<file path="src/rtl/while_inverse_pkg.sv">
// Shared types and helpers for the while_inverse decoder.
// Provides the FSM state encoding and the multiplier derived from COUNT.
package while_inverse_pkg;

  typedef enum logic [1:0] {
    StIdle,
    StSearch,
    StDone
  } state_e;

  // Multiplier used by the encoder; wraps to 0 when count is 255.
  function automatic logic [7:0] k_of(input int unsigned count);
    return 8'(count + 1);
  endfunction

endpackage

</file>
<file path="src/rtl/while_inverse.sv">
// Sequential inverse of XOUT = 8'(K*A) - B: walks candidates 0..255, one per clock,
// accumulating the product so no multiplier or divider is needed.
module while_inverse
  import while_inverse_pkg::*;
#(
  parameter int unsigned COUNT = 4
) (
  input  logic       CLK,
  input  logic       RST,
  input  logic       IN_VALID,
  output logic       IN_READY,
  input  logic [7:0] XOUT,
  input  logic [7:0] B,
  output logic       OUT_VALID,
  input  logic       OUT_READY,
  output logic [7:0] A_OUT,
  output logic       FOUND
);

  localparam logic [7:0] K = k_of(COUNT);

  state_e     state_q, state_d;
  logic [7:0] s_q, s_d;
  logic [7:0] cand_q, cand_d;
  logic [7:0] prod_q, prod_d;
  logic [7:0] a_q, a_d;
  logic       found_q, found_d;
  logic       prime_q, prime_d;
  logic       exhaust_q, exhaust_d;

  always_ff @(posedge CLK or posedge RST) begin
    if (RST) begin
      state_q   <= StIdle;
      s_q       <= '0;
      cand_q    <= '0;
      prod_q    <= '0;
      a_q       <= '0;
      found_q   <= 1'b0;
      prime_q   <= 1'b0;
      exhaust_q <= 1'b0;
    end else begin
      state_q   <= state_d;
      s_q       <= s_d;
      cand_q    <= cand_d;
      prod_q    <= prod_d;
      a_q       <= a_d;
      found_q   <= found_d;
      prime_q   <= prime_d;
      exhaust_q <= exhaust_d;
    end
  end

  always_comb begin
    state_d   = state_q;
    s_d       = s_q;
    cand_d    = cand_q;
    prod_d    = prod_q;
    a_d       = a_q;
    found_d   = found_q;
    prime_d   = prime_q;
    exhaust_d = exhaust_q;

    case (state_q)
      StIdle: begin
        if (IN_VALID) begin
          s_d       = XOUT + B;
          cand_d    = '0;
          prod_d    = '0;
          a_d       = '0;
          found_d   = 1'b0;
          prime_d   = 1'b1;
          exhaust_d = 1'b0;
          state_d   = StSearch;
        end
      end

      StSearch: begin
        // One settle cycle after accept, and one after the last candidate, give
        // latency a+2 on a hit and 258 when every candidate misses.
        if (prime_q) begin
          prime_d = 1'b0;
        end else if (exhaust_q) begin
          a_d     = '0;
          found_d = 1'b0;
          state_d = StDone;
        end else if (prod_q == s_q) begin
          a_d     = cand_q;
          found_d = 1'b1;
          state_d = StDone;
        end else if (cand_q == 8'd255) begin
          exhaust_d = 1'b1;
        end else begin
          cand_d = cand_q + 8'd1;
          prod_d = prod_q + K;
        end
      end

      StDone: begin
        if (OUT_READY) begin
          a_d     = '0;
          found_d = 1'b0;
          state_d = StIdle;
        end
      end

      default: state_d = StIdle;
    endcase
  end

  assign IN_READY  = (state_q == StIdle);
  assign OUT_VALID = (state_q == StDone);
  assign A_OUT     = a_q;
  assign FOUND     = found_q;

endmodule

</file>
<file path="config.mk">
export PLATFORM = sky130hd
export DESIGN_NAME = while_inverse
export DESIGN_NICKNAME = d
export VERILOG_FILES = /design/src/rtl/while_inverse_pkg.sv /design/src/rtl/while_inverse.sv
export SDC_FILE = /design/constraint.sdc
export NUM_CORES = 1
export LEC_CHECK = 0
export ABC_AREA = 1
export ABC_CLOCK_PERIOD_IN_PS = 4400
export CORE_MARGIN = 2
export CORE_UTILIZATION = 59
export CTS_CLUSTER_SIZE = 30
export DETAILED_ROUTE_END_ITERATION = 10
export GPL_ROUTABILITY_DRIVEN = 0
export PLACE_DENSITY = 0.85
export RECOVER_POWER = 100
export SLEW_MARGIN = 20
export SYNTH_ARGS = -nofsm -noshare
export SYNTH_HDL_FRONTEND = slang
export SYNTH_SLANG_ARGS = --single-unit
</file>
<file path="constraint.sdc">
create_clock -name CLK -period 4.4 [get_ports CLK]
set_clock_uncertainty 0.1 [all_clocks]
set_input_delay 1.32 -clock CLK [delete_from_list [all_inputs] [get_ports CLK]]
set_output_delay 1.32 -clock CLK [all_outputs]
set_load 0.01 [all_outputs]
</file>
==> results.sh <==
export IMPL_status="finished clean"
export IMPL_ctsHoldBuffers=0
export IMPL_yosysSeqAreaShare=0.395
export IMPL_grt_overflow_total=0
export IMPL_path_max_fanout=28
export IMPL_core_area_mm2=0.00374
export IMPL_power_density_mw_per_mm2=253
export IMPL_criticalPathCategory="in2reg"
export IMPL_arrival_ps=3370
export IMPL_r2r_worst_path_cells=9
export IMPL_track_usage=0.223
export IMPL_die_area_mm2=0.00449
export IMPL_grt_pass1_vias=1862
export IMPL_maxCapViolations=0
export IMPL_grt_max_degree=29
export IMPL_yosys_warnings=0
export IMPL_h_tree_depth=2
export IMPL_initial_core_util=0.626
export IMPL_fin_ws_ps=1060
export IMPL_place_ws_ps=1160
export IMPL_ctsResizeCount=0
export IMPL_cts_tree="yes"
export IMPL_endpoint_kind="flop"
export IMPL_total_power_uw=680
export IMPL_clk_latency_ps=290
export IMPL_drt_wirelength_per_cell_um=11.3
export IMPL_drt_vias_per_instance=5.05
export IMPL_fin_area_mm2=0.00269
export IMPL_rsz0062_at_grt="no"
export IMPL_grt_pass1_wl_um=7620
export IMPL_cts_setup_buffers=0
export IMPL_synth_cell_type_count=29
export IMPL_syn_avg_cell_area_um2=7.92
export IMPL_drc=0
export IMPL_crit_required_ps=4430
export IMPL_drive_gt1_frac=0.0909
export IMPL_hpwl_um=3350
export IMPL_whs_path_depth=2
export IMPL_slowest_delay_ps=730
export IMPL_drt_initial_drc_count=132
export IMPL_final_max_slew_viol_count=0
export IMPL_die_x_um=67.0
export IMPL_path_cells="dlygate4sd3_1, o21ai_0, clkinv_1, nand2_1, nor2_1, nand2_1, o21ai_0"
export IMPL_ant_nets=0
export IMPL_firstDrtPassIters=6
export IMPL_syn_area_mm2=0.00234
export IMPL_cts_buffers_inserted=5
export IMPL_slowest_stage="nand2_1"
export IMPL_clock_path_buffers=2
export IMPL_ys_seq_elements=37
export IMPL_min_period_over_period=0.758
export IMPL_worst_pin_slew_ps=993
export IMPL_syn2layout_area_growth_pct=14.7
export IMPL_rows=22
export IMPL_setup_viol=0
export IMPL_fp_dieH_um=67.0
export IMPL_vdd_drop_max_mv=0.158
export IMPL_path_clk_slew_ps=70
export IMPL_tns_ps=0
export IMPL_portBuffers=30
export IMPL_wl_um=4270
export IMPL_io_pins=31
export IMPL_syn_inst=296
export IMPL_vias=1910
export IMPL_max_freq_mhz=300
export IMPL_cts_sinks=37
export IMPL_n_antenna_cell=0
export IMPL_antenna_found_initial=0
export IMPL_fin_cells=378
export IMPL_cts_root_buf="clkbuf_8"
export IMPL_placed_cell_area_mm2=0.00266
export IMPL_syn_num_nets=326
export IMPL_p_leak_nw=1.44
export IMPL_slew_headroom=0.338
export IMPL_period_needed_ps=3340
export IMPL_nets=360
export IMPL_final_hold_violation_count=0
export IMPL_start_kind="input port"
export IMPL_post_place_cells=371
export IMPL_hold_class="reg2reg"
## path summary, 6_finish.rpt
kind | endpoint | startpoint | slack (ps)
max | prod_q[6] | IN_VALID | 1060
min | A_OUT[7] | A_OUT[7] | 370
max reg2reg | prod_q[6] | state_q[0] | 1800
min reg2reg | A_OUT[7] | A_OUT[7] | 370
max in group asynchronous | prod_q[0] | RST | 1400
min in group asynchronous | s_q[7] | RST | 1470
## logic make-up after synthesis
family                     Yosys count  synth area share
xor gates and xnor gates            18            0.0673
buffers and inverters               37            0.0747
DFF                                 37             0.395
and+or+nand+nor                    161             0.311
adders and majority gates           10            0.0566
AOI/OAI and AO/OA                   33            0.0950
## per-layer routing
layer | track usage | routed length [um] | vias to the layer above | part of all wire
met1 | 0.266 | 2020 | 874 | 0.47
met3 | 0.0456 | 135 | 7 | 0.032
li1 | - | - | 994 | -
met4 | 0.0969 | 73 | 0 | 0.017
met5 | 0 | 0 | - | 0
met2 | 0.384 | 2040 | 35 | 0.48
## final cells by class
cell class                      count  area (um2)
Sequential cell                    37         926
Timing Repair Buffer               31         304
Tap cell                           48        60.1
Clock buffer                        5        68.8
Multi-Input combinational cell    222        1170
Fill cell                         322        1050
Clock inverter                      2        35.0
Inverter                           33         124
## critical path, delay by kind of cell
family	cells	cell delay (ps)
simple gates	3	950
buf+inv	2	690
compound gates	2	410
## synthesized netlist by cell type (all sizes together)
master,n,share of area
nand2,118,0.21
dfrtp,37,0.40
inv,33,0.053
o21ai,25,0.073
nand3,16,0.034
nor2,16,0.036
xor2,13,0.049
ha,9,0.048
or2,6,0.016
nand4,5,0.016
xnor2,5,0.019
buf,3,0.020
a21o,2,0.0064
a21oi,2,0.0043
a31oi,2,0.0053
clkbuf,1,0.0016
fa,1,0.0085
o21bai,1,0.0032
o31ai,1,0.0032
## sequential cells by signal, summed over array words and instances, names as in the netlist
register / flops
A_OUT: 8
FOUND: 1
cand_q: 8
exhaust_q: 1
prime_q: 1
prod_q: 8
s_q: 8
state_q: 2
## stage by stage
step / utilization / hold slack (ps)
3_5_place_dp: 0.711 / 358
6_report: 0.718 / 367
4_1_cts: 0.738 / 376
2_1_floorplan: - / 342
5_1_grt: 0.718 / 394
3_3_place_gp: 0.711 / 353
## cell usage in the layout, fill, tap and decap left out
cell type,n
nand2_1,111
dfrtp_1,37
inv_1,28
o21ai_0,22
nand3_1,16
dlygate4sd3_1,15
clkdlybuf4s50_1,15
nor2_1,13
xor2_1,13
ha_1,9
nand2_2,6
or2_2,6
xnor2_1,5
nand4_1,5
clkbuf_8,5
inv_2,4
o21ai_2,3
nor2_4,2
a31oi_1,2
a21oi_1,2
a21o_1,2
clkinv_1,1
o31ai_1,1
o21bai_1,1
nor2_2,1
nand2_4,1
fa_1,1
clkinv_2,1
bufinv_16,1
clkbuf_1,1
## power by group
part	total (mW)	switching, mW	internal [mW]
logic	0.0585	0.0287	0.0298
registers	0.340	0	0.340
clock network	0.282	0.117	0.165
Power figures use the tool's default switching activity.
